### src/rtl/serial_frame_if.sv
// Signal bundle between the raw serial front end and the serial-to-parallel counter stage.
// The master side drives the serial line; the slave side is the frame controller.
interface serial_frame_if #(
   parameter int FCNT_W = 8,
   parameter int ECNT_W = 4
);
   logic              sin;
   logic              in;
   logic              ld_cnt;
   logic [2:0]        init;
   logic              cnt;
   logic              busy;
   logic              done;
   logic              frame_err;
   logic [FCNT_W-1:0] fcnt;
   logic [ECNT_W-1:0] ecnt;

   modport master (
      output sin,
      input  in, ld_cnt, init, cnt, busy, done, frame_err, fcnt, ecnt
   );

   modport slave (
      input  sin,
      output in, ld_cnt, init, cnt, busy, done, frame_err, fcnt, ecnt
   );
endinterface

### src/rtl/serial_frame_ctrl.sv
// Serial frame front end: decodes start/length/data/stop on sin and drives the
// downstream counter stage (in, ld_cnt, init, cnt) plus good/bad frame counters.
module serial_frame_ctrl #(
   parameter int FCNT_W = 8,
   parameter int ECNT_W = 4
) (
   input  logic          clk,
   input  logic          rst,
   serial_frame_if.slave bus
);
   typedef enum logic [1:0] {S_IDLE, S_LEN, S_DATA, S_STOP} state_t;

   state_t            r_state, w_state_next;
   logic [1:0]        r_idx, w_idx_next;
   logic [2:0]        r_len, w_len_next;
   logic [2:0]        r_rem, w_rem_next;
   logic              r_in, w_in_next;
   logic              r_ld_cnt, w_ld_cnt_next;
   logic [2:0]        r_init, w_init_next;
   logic              r_cnt, w_cnt_next;
   logic              r_done, w_done_next;
   logic              r_frame_err, w_frame_err_next;
   logic [FCNT_W-1:0] r_fcnt, w_fcnt_next;
   logic [ECNT_W-1:0] r_ecnt, w_ecnt_next;

   always_ff @(posedge clk) begin
      if (rst) begin
         r_state     <= S_IDLE;
         r_idx       <= '0;
         r_len       <= '0;
         r_rem       <= '0;
         r_in        <= 1'b0;
         r_ld_cnt    <= 1'b0;
         r_init      <= '0;
         r_cnt       <= 1'b0;
         r_done      <= 1'b0;
         r_frame_err <= 1'b0;
         r_fcnt      <= '0;
         r_ecnt      <= '0;
      end else begin
         r_state     <= w_state_next;
         r_idx       <= w_idx_next;
         r_len       <= w_len_next;
         r_rem       <= w_rem_next;
         r_in        <= w_in_next;
         r_ld_cnt    <= w_ld_cnt_next;
         r_init      <= w_init_next;
         r_cnt       <= w_cnt_next;
         r_done      <= w_done_next;
         r_frame_err <= w_frame_err_next;
         r_fcnt      <= w_fcnt_next;
         r_ecnt      <= w_ecnt_next;
      end
   end

   always_comb begin
      w_state_next     = r_state;
      w_idx_next       = r_idx;
      w_len_next       = r_len;
      w_rem_next       = r_rem;
      w_in_next        = r_in;
      w_ld_cnt_next    = 1'b0;
      w_init_next      = r_init;
      w_cnt_next       = 1'b0;
      w_done_next      = 1'b0;
      w_frame_err_next = 1'b0;
      w_fcnt_next      = r_fcnt;
      w_ecnt_next      = r_ecnt;

      case (r_state)
         S_IDLE: begin
            if (!bus.sin) begin
               w_state_next = S_LEN;
               w_idx_next   = '0;
            end
         end
         S_LEN: begin
            w_len_next = {r_len[1:0], bus.sin};
            w_idx_next = r_idx + 2'd1;
            // Third length sample completes the field; load it directly from the shift input.
            if (r_idx == 2'd2) begin
               w_state_next  = S_DATA;
               w_ld_cnt_next = 1'b1;
               w_init_next   = {r_len[1:0], bus.sin};
               w_rem_next    = {r_len[1:0], bus.sin};
            end
         end
         S_DATA: begin
            w_in_next  = bus.sin;
            w_cnt_next = 1'b1;
            w_rem_next = r_rem - 3'd1;
            if (r_rem == 3'd0) begin
               w_state_next = S_STOP;
            end
         end
         S_STOP: begin
            // A zero stop bit ends the frame; it never doubles as the next start bit.
            w_state_next = S_IDLE;
            if (bus.sin) begin
               w_done_next = 1'b1;
               w_fcnt_next = r_fcnt + FCNT_W'(1);
            end else begin
               w_frame_err_next = 1'b1;
               if (r_ecnt != {ECNT_W{1'b1}}) begin
                  w_ecnt_next = r_ecnt + ECNT_W'(1);
               end
            end
         end
         default: begin
            w_state_next = S_IDLE;
         end
      endcase
   end

   assign bus.in        = r_in;
   assign bus.ld_cnt    = r_ld_cnt;
   assign bus.init      = r_init;
   assign bus.cnt       = r_cnt;
   assign bus.busy      = (r_state != S_IDLE);
   assign bus.done      = r_done;
   assign bus.frame_err = r_frame_err;
   assign bus.fcnt      = r_fcnt;
   assign bus.ecnt      = r_ecnt;
endmodule

### src/flat_wrapper.sv
// flat-port wrapper written by rule: the top's interface ports become plain ports
module serial_frame_ctrl_flat 
#(
   parameter int FCNT_W = 8,
   parameter int ECNT_W = 4
)
  (clk, rst, bus_sin, bus_in, bus_ld_cnt, bus_init, bus_cnt, bus_busy, bus_done, bus_frame_err, bus_fcnt, bus_ecnt);
  serial_frame_if #(.FCNT_W(FCNT_W), .ECNT_W(ECNT_W)) bus_i ();
  input  logic clk;
  input  logic rst;
  input wire logic [$bits(bus_i.sin)-1:0] bus_sin;
  output wire logic [$bits(bus_i.in)-1:0] bus_in;
  output wire logic [$bits(bus_i.ld_cnt)-1:0] bus_ld_cnt;
  output wire logic [$bits(bus_i.init)-1:0] bus_init;
  output wire logic [$bits(bus_i.cnt)-1:0] bus_cnt;
  output wire logic [$bits(bus_i.busy)-1:0] bus_busy;
  output wire logic [$bits(bus_i.done)-1:0] bus_done;
  output wire logic [$bits(bus_i.frame_err)-1:0] bus_frame_err;
  output wire logic [$bits(bus_i.fcnt)-1:0] bus_fcnt;
  output wire logic [$bits(bus_i.ecnt)-1:0] bus_ecnt;
  assign bus_i.sin = bus_sin;
  assign bus_in = bus_i.in;
  assign bus_ld_cnt = bus_i.ld_cnt;
  assign bus_init = bus_i.init;
  assign bus_cnt = bus_i.cnt;
  assign bus_busy = bus_i.busy;
  assign bus_done = bus_i.done;
  assign bus_frame_err = bus_i.frame_err;
  assign bus_fcnt = bus_i.fcnt;
  assign bus_ecnt = bus_i.ecnt;
  serial_frame_ctrl #(.FCNT_W(FCNT_W), .ECNT_W(ECNT_W)) u_core (.clk(clk), .rst(rst), .bus(bus_i));
endmodule
### config.mk
export PLATFORM = sky130hd
export DESIGN_NAME = serial_frame_ctrl_flat
export DESIGN_NICKNAME = d
export VERILOG_FILES = /design/src/rtl/serial_frame_if.sv /design/src/rtl/serial_frame_ctrl.sv /design/src/flat_wrapper.sv
export SDC_FILE = /design/constraint.sdc
export NUM_CORES = 1
export LEC_CHECK = 0
export ABC_AREA = 1
export ABC_CLOCK_PERIOD_IN_PS = 1700
export CORE_ASPECT_RATIO = 0.5
export CORE_MARGIN = 5
export CORE_UTILIZATION = 25
export DETAILED_ROUTE_END_ITERATION = 10
export SLEW_MARGIN = 20
export SYNTH_ARGS = -nofsm -noshare
export SYNTH_HDL_FRONTEND = slang
export SYNTH_SLANG_ARGS = --single-unit
### constraint.sdc
create_clock -name clk -period 1.7 [get_ports clk]
set_clock_uncertainty 0.1 [all_clocks]
set_input_delay 0.425 -clock clk [delete_from_list [all_inputs] [get_ports clk]]
set_output_delay 0.425 -clock clk [all_outputs]
set_load 0.01 [all_outputs]
* After elaboration in Yosys (flattened, before gate mapping)
Cells that the tools add are included.
Word-level totals: bits in registers 29, latch bits 0, bits in writable memories 0, bits in read-only memories 0, input bits 3, output and inout bits 21, word-level logic and storage cells 52, memories kept 0
Operators by class: add/sub/neg operators 4, multipliers 0, div/mod/pow operators 0, order comparisons 0, equal/unequal tests 8, shifts and indexed selects 0, multiplexer cells 12, bitwise gates (word level) 3, reduce and logical (&&, ||, !) cells 13
Operators with widths (count):
- $add A8 B1 Y8 const B | 1
- $mux W2 | 4
- $pmux W2 S4 | 1
- $reduce_and A2 Y1 | 4
- $eq A2 B2 Y1 const B | 3
- $pmux W3 S2 | 1
- $reduce_and A3 Y1 | 2
- $reduce_bool A2 Y1 | 3
- $add A4 B1 Y4 const B | 1
- $mux W1 | 4
- $ne A2 B1 Y1 const B | 2
- $ne A4 B4 Y1 const B | 1
- $pmux W2 S2 | 1
- $reduce_or A2 Y1 | 2
- $logic_not A3 Y1 | 1
- $mux W3 | 1
- $not A1 Y1 | 3
- $sub A3 B1 Y3 const B | 1
- $add A2 B1 Y2 const B | 1
- $eq A2 B1 Y1 const B | 1
- $logic_not A2 Y1 | 1
- $ne A2 B2 Y1 const B | 1

* Logic depth before layout (Yosys ltp)
Gate-level depths: netlist of run 1.
depth after elaboration 3, mapped depth 9, gate-level depth less buffers 9

* Worst setup path after synthesis of run 1
No wires, ideal clock.
path kind register to register, start point register u_core.r_state[1], end point register u_core.r_rem[1], setup time 116 ps, arrival 1113 ps, required time 1484 ps, slack 371 ps, stages on the path, launching flop included 8, buffers on the path 1, clock period less this slack 1329 ps, cell sequence dfxtp_1 inv_1 ha_1 buf_4 nand2_1 o21ai_2 o21ai_0 nor2_1
On the way: word-level cells in the longest chain between the ends 3, elaborated cells between the ends (all ways) 6, those cells by class 3 x eq/ne; 1 x mux; 2 x reduce/logical
RTL lines:
- start: declaration | RTL line serial_frame_ctrl.sv:13 | state_t r_state, w_state_next;
- start signal: assignment | RTL line serial_frame_ctrl.sv:41 | r_state <= w_state_next;
- $eq A2 B1 Y1 / $eq A2 B2 Y1 (equally long branches) | RTL line serial_frame_ctrl.sv:70 | case (r_state)
- $ne A2 B1 Y1 (no line) / $reduce_bool A2 Y1 (equally long branches)
- $reduce_and A2 Y1 (no line)
- end signal: assignment | RTL line serial_frame_ctrl.sv:44 | r_rem <= w_rem_next;
- end: declaration | RTL line serial_frame_ctrl.sv:16 | logic [2:0] r_rem, w_rem_next;
Parallel ways exist; a longest one is shown, timed or not. A chain may end at the register's enable or synchronous reset.

* Worst setup path in the final report of run 1
start point register u_core.r_frame_err, in the netlist u_core.bus.frame_err, end point output bus_frame_err
RTL lines:
- start: declaration | RTL line serial_frame_ctrl.sv:22 | logic r_frame_err, w_frame_err_next;
- start signal: assignment | RTL line serial_frame_ctrl.sv:50 | r_frame_err <= w_frame_err_next;
- end: declaration | RTL line flat_wrapper.sv:18 | output wire logic [$bits(bus_i.frame_err)-1:0] bus_frame_err;
No word-level cell between the ends.

==> results of run 1 <==
-- path summary, 6_finish.rpt --
check	startpoint	to	slack [ns]
max	u_core.bus.frame_err	bus_frame_err	0.06
max reg2reg	u_core.r_state[1]	u_core.r_rem[1]	0.18
min reg2reg	u_core.r_idx[0]	u_core.r_idx[0]	0.36
min	u_core.r_idx[0]	u_core.r_idx[0]	0.36
-- routing by layer --
metal  vias to the layer above  part of all wire (%)  track usage [%]
li1                        676                     -                -
met5                         -                     0                0
met3                         6                   2.8             3.48
met1                       559                    46             10.0
met2                        12                    49             15.3
met4                         0                   1.9             5.27
-- stage by stage --
| stage | util (%) | cells | power [uW] |
|---|---|---|---|
| 2_1_floorplan | - | 191 | 1300 |
| 3_3_place_gp | 33.2 | 299 | 1580 |
| 3_5_place_dp | 33.2 | 299 | 1600 |
| 4_1_cts | 35.1 | 307 | 2350 |
| 5_1_grt | 35.3 | 307 | 2490 |
| 6_report | 35.3 | 307 | 2300 |
-- kinds of logic after synthesis --
logic type / after synthesis
AND/OR/NAND/NOR: 92
AO/OA/AOI/OAI: 27
buffers and inverters: 33
adder cells (fa/ha/maj): 10
flip-flops: 29
-- worst min-delay path: stages, from the launching register on --
cell and delay (ns):
dfxtp_1 0.31, nand2_1 0.06, a21oi_1 0.05
-- cells in the final DEF (no fill, tap or decap), drive strengths merged --
cell	instances
a21oi	11
buf	17
bufinv	1
clkbuf	8
clkdlybuf4s50	5
dfxtp	29
dlygate4sd2	11
dlymetal6s2s	6
ha	10
inv	28
nand2	39
nand3	11
nand3b	1
nand4	2
nor2	37
nor3	1
o21a	1
o21ai	15
or2	1
-- state kept, by name, summed over array words and instances (netlist names), 2 cells and up --
signal,cells
u_core.bus.init,3
u_core.r_idx,2
u_core.r_state,2
u_core.bus.fcnt,8
u_core.r_rem,3
u_core.bus.ecnt,4
u_core.r_len,2
-- cell type report --
class / count / area [sq um]
fillers: 558 / 3520
multi-input cells: 129 / 671
flip-flops and latches: 29 / 582
repair buffers: 40 / 354
inverters: 28 / 105
well taps: 73 / 91.3
clock buffers: 7 / 86.3
clock inverters: 1 / 30.0
-- power groups by stage --
stage | clock (uW) | combinational, uW | sequential [uW]
after floorplan | 0 | 428 | 867
after global placement | 0 | 726 | 858
after detailed placement | 0 | 746 | 859
after CTS | 766 | 736 | 845
after global routing | 804 | 827 | 855
final | 743 | 715 | 842
-- repair_timing --
| item | in CTS | in global routing |
|---|---|---|
| pin swaps | 0 | 0 |
| endpoints found under the setup margin | 12 | 7 |
| gates cloned | 0 | 0 |
| resized for setup | 14 | 7 |
| hold endpoints to repair | 0 | 0 |
==> impl_metrics.py, run 1 <==
metrics = {
    "pwr": {
        "ir_worst_vdd_v": 0.000336,
        "seqPwrFrac_pct": 36.6,
        "p_sw_uw": 703,
        "power_leakage_uw": 0.00101,
        "power_density_nw_per_um2": 1200,
        "pwr-share-comb_pct": 31.1,
        "intPower_uw": 1600,
        "pwr-share-clk_pct": 32.3,
        "p_sw_share_pct": 30.6,
    },
    "timing": {
        "min_period_ns": 1.64,
        "setup_viol": 0,
        "fmax_mhz": 608,
        "slew_viol_final": 0,
        "worst_slack_ns": 0.0562,
        "period_share_pct": 96.7,
        "grt_setup_unrepaired": "no",
        "hold_viol_final": 0,
        "max-slew-margin-rel_pct": 83.4,
        "fin_hold_ws_ns": 0.365,
        "setup_tns_ns": 0,
        "tightest_slew_ns": 0.249,
    },
    "place": {
        "place_area_sq_um": 1810,
        "dp_hpwl_um": 2230,
        "dp_slack_ns": -0.0553,
        "port_buffers": 23,
        "gp_congestion": 0.802,
    },
    "synthesis": {
        "ys_ff_latch": 29,
        "synthFlopType": "dfxtp_1",
        "synth_area_sq_um": 1390,
        "postSynthCellCount": 191,
        "synthAdderAreaFrac_pct": 9.00,
        "synth.most_common_cell": "nand2_1",
        "synthXorXnorAreaFrac_pct": 0,
        "synth_area_leader_cell": "dfxtp_1",
        "synth-edff-count": 0,
        "synthArstFlopShare_pct": 0,
        "yosysSeqAreaShare_pct": 41.8,
        "synthTopCellsByArea": "dfxtp_1, nand2_1, nor2_1, ha_1, inv_1",
        "synthMuxAreaShare_pct": 0,
        "yosysUniqueCellTypes": 22,
        "syn_area_per_cell_sq_um": 7.28,
        "synthSimpleGateAreaFrac_pct": 29.1,
        "synth_top_area_share_pct": 41.8,
        "synth_compound_area_share_pct": 10.2,
        "synth_top_family_by_area": "simple AND/OR/NAND/NOR gates",
        "yosys-top-cells-count": "nand2_1, nor2_1, dfxtp_1",
        "yosys_warnings": 0,
        "synth_nets": 204,
    },
    "worst_setup_path": {
        "slowest_stage": "clkdlybuf4s50_1",
        "arrival_ns": 1.12,
        "crit_type": "reg -> out",
        "cp_max_fo": 1,
        "max_stage_delay_ns": 0.52,
        "r2r_cells": 8,
        "crit_path_start_kind": "flip-flop",
        "cpLargestDelayFamily": "buffers and inverters",
        "cp-end-kind": "output port",
        "worstPathRequired_ns": 1.17,
        "crit_cells": 1,
        "crit_buf_inv": 1,
        "crit_chain": "clkdlybuf4s50_1",
    },
    "hold_path": {
        "holdCritPathClass": "reg -> reg",
        "hold_depth": 2,
    },
    "route": {
        "antenna_left": 0,
        "vias": 1253,
        "drt_iter0_drc": 40,
        "remaining_drc_errors": 0,
        "wl_per_cell_um": 9.65,
        "wl_um": 2960,
        "drtPass1Iterations": 4,
        "via_per_inst": 4.08,
    },
    "floorplanning": {
        "io_pins": 24,
        "rows": 19,
        "dieArea_sq_um": 7240,
        "start_util_pct": 25.5,
        "dieWidth_um": 115,
        "core_sq_um": 5440,
        "die_height_um": 62.7,
    },
    "global_routing": {
        "grt_pass1_wl_um": 5250,
        "antenna_found_initial": 0,
        "grt_max_degree": 12,
        "grt-ovfl-total": 0,
        "globalRouteTotalUtil_pct": 9.22,
        "grt_pass1_vias": 1199,
    },
    "clock_network": {
        "root_buffer": "clkbuf_8",
        "clk-insertion-delay-late_ns": 0.29,
        "clk_path_buf_depth": 2,
        "clkTransAtPathRegs_ns": 0.07,
        "cts_hold_buf": 0,
        "cts_tree": "built",
        "cts_buffers": 5,
        "cts_setup_buffers": 0,
        "htree_levels": 2,
        "clkSinkCount": 29,
    },
    "job": {
        "cap_violations": 0,
    },
    "status": {
        "status": "complete, no violations",
    },
    "cells_and_area": {
        "syn_to_final_growth_pct": 38.1,
        "fin_nets": 246,
        "design_area_sq_um": 1920,
        "drive_gt1_share_pct": 14.5,
        "antenna_cells": 0,
    },
}
(Power assumes the default switching activity.)
==> run 2: changes to the inputs <==
--- a/config.mk
+++ b/config.mk
@@ -9,8 +9,10 @@
 export ABC_CLOCK_PERIOD_IN_PS = 1700
 export CORE_ASPECT_RATIO = 0.5
 export CORE_MARGIN = 5
-export CORE_UTILIZATION = 25
+export CORE_UTILIZATION = 51
+export CTS_CLUSTER_DIAMETER = 50
 export DETAILED_ROUTE_END_ITERATION = 10
+export PLACE_DENSITY = 0.77
 export SLEW_MARGIN = 20
 export SYNTH_ARGS = -nofsm -noshare
 export SYNTH_HDL_FRONTEND = slang
==> impl_metrics.py, run 2 (synthesis gave the netlist of run 1 again) <==
metrics = {
    "place": {
        "gp_congestion": 0.738,
        "dp_hpwl_um": 2120,
        "port_buffers": 23,
    },
    "timing": {
        "period_share_pct": 98.2,
        "fmax_mhz": 599,
        "min_period_ns": 1.67,
        "max-slew-margin-rel_pct": 76.8,
        "setup_viol": 0,
        "fin_hold_ws_ns": 0.371,
        "hold_viol_final": 0,
        "tightest_slew_ns": 0.347,
        "slew_viol_final": 0,
    },
    "cells_and_area": {
        "largest_reg_flops": 8,
        "drive_gt1_share_pct": 16.2,
        "antenna_cells": 0,
        "syn_to_final_growth_pct": 31.2,
        "final_common_cell": "nand2_1",
        "final_cell_mix": "nand2_1, nor2_1, dfxtp_1, inv_1, o21ai_0",
        "fin_nets": 240,
    },
    "global_routing": {
        "globalRouteTotalUtil_pct": 16.8,
        "grt_pass1_vias": 1142,
        "grt_pass1_wl_um": 5050,
        "grt-ovfl-total": 0,
        "grt_max_degree": 23,
        "antenna_found_initial": 0,
    },
    "floorplanning": {
        "rows": 13,
        "start_util_pct": 53.4,
        "dieArea_sq_um": 3930,
        "die_height_um": 46.9,
        "io_pins": 24,
        "dieWidth_um": 83.8,
        "core_sq_um": 2600,
    },
    "clock_network": {
        "cts_tree": "built",
        "clk-insertion-delay-late_ns": 0.28,
        "cts_setup_buffers": 0,
        "htree_levels": 2,
        "cts_buffers": 5,
        "clkSinkCount": 29,
        "root_buffer": "clkbuf_8",
        "clk_path_buf_depth": 2,
        "clkTransAtPathRegs_ns": 0.06,
    },
    "worst_setup_path": {
        "regToRegStartpoint": "u_core.r_state[1]",
        "r2r_cells": 9,
        "crit_type": "reg -> out",
        "crit_buf_inv": 1,
        "cpLargestDelayFamily": "buffers and inverters",
        "crit_chain": "clkdlybuf4s50_1",
        "worstPathRequired_ns": 1.17,
        "cp-end-kind": "output port",
        "worst-r2r-setup-slack_ns": 0.16,
        "max_stage_delay_ns": 0.53,
        "crit_path_start_kind": "flip-flop",
        "r2r_end": "u_core.r_state[1]",
        "slowest_stage": "clkdlybuf4s50_1",
        "cp_max_fo": 2,
        "arrival_ns": 1.14,
    },
    "route": {
        "remaining_drc_errors": 0,
        "drt_iter0_drc": 45,
        "wl_um": 3070,
        "antenna_left": 0,
        "drtPass1Iterations": 5,
        "vias": 1276,
        "via_per_inst": 4.82,
        "wl_per_cell_um": 11.6,
    },
    "hold_path": {
        "hold_depth": 2,
        "holdCritPathClass": "reg -> reg",
        "min_from": "u_core.r_idx[1]",
        "hold_path_end": "u_core.r_idx[1]",
    },
    "pwr": {
        "total_power_uw": 2220,
        "power_leakage_uw": 0.000922,
        "ir_worst_vdd_v": 0.00106,
        "power_density_nw_per_um2": 1220,
    },
    "job": {
        "cap_violations": 0,
    },
    "status": {
        "status": "complete, no violations",
    },
}
-- run 2: power by group --
group	switching (uW)	total (uW)	internal [uW]	leakage, uW
sequential	64.8	855	790	0.000237
combinational	406	736	330	0.000631
clock	262	628	365	0.0000542
-- run 2: how the worst max path moves through the flow --
| stage | startpoint | endpoint | slack (ns) | depth (start not counted) |
|---|---|---|---|---|
| final | u_core.bus.init[2] | bus_init[2] | 0.03 | 1 |
| after global routing | u_core.r_state[1] | bus_busy | -0.01 | 4 |
| after CTS | u_core.bus.in | bus_in | 0.008 | 1 |
| after detailed placement | rst | u_core.r_len[0] | -0.13 | 4 |
| after global placement | bus_sin | u_core.bus.ecnt[0] | -0.09 | 8 |
| after floorplan | u_core.r_state[1] | u_core.r_rem[1] | 0.37 | 7 |
-- run 2: layout make-up --
| cell class | count | area [sq um] |
|---|---|---|
| flip-flops and latches | 29 | 586 |
| clock inverters | 1 | 5.00 |
| inverters | 28 | 109 |
| repair buffers | 34 | 307 |
| well taps | 37 | 46.3 |
| fillers | 221 | 778 |
| multi-input cells | 129 | 676 |
| clock buffers | 7 | 96.3 |
-- run 2: what timing repair did --
item                                    in CTS  in global routing
hold buffers                                 0                  0
pin swaps                                    0                  1
endpoints found under the setup margin      13                  6
cloned                                       0                  0
resized for setup                           17                 10
-- run 2: metal layers --
| metal | track usage, % | routed length (um) | part of all wire (%) | vias up |
|---|---|---|---|---|
| li1 | - | - | - | 668 |
| met1 | 19.2 | 1410 | 46 | 571 |
| met2 | 29.5 | 1480 | 48 | 33 |
| met3 | 5.60 | 149 | 4.9 | 4 |
| met4 | 9.29 | 33 | 1.1 | 0 |
| met5 | 0 | 0 | 0 | - |
-- run 2: stage by stage --
| stage | cells | instance area (sq um) | setup TNS (ns) | util (%) | setup WS, ns |
|---|---|---|---|---|---|
| finish | 265 | 1820 | 0 | 70.1 | 0.0310 |
| global route | 265 | 1820 | -0.0151 | 70.1 | -0.0109 |
| CTS | 265 | 1810 | 0 | 69.4 | 0.00814 |
| detailed placement | 257 | 1720 | -1.59 | 65.9 | -0.132 |
| global placement | 257 | 1720 | -0.821 | 65.9 | -0.0877 |
| floorplan | 191 | 1390 | 0 | - | 0.371 |
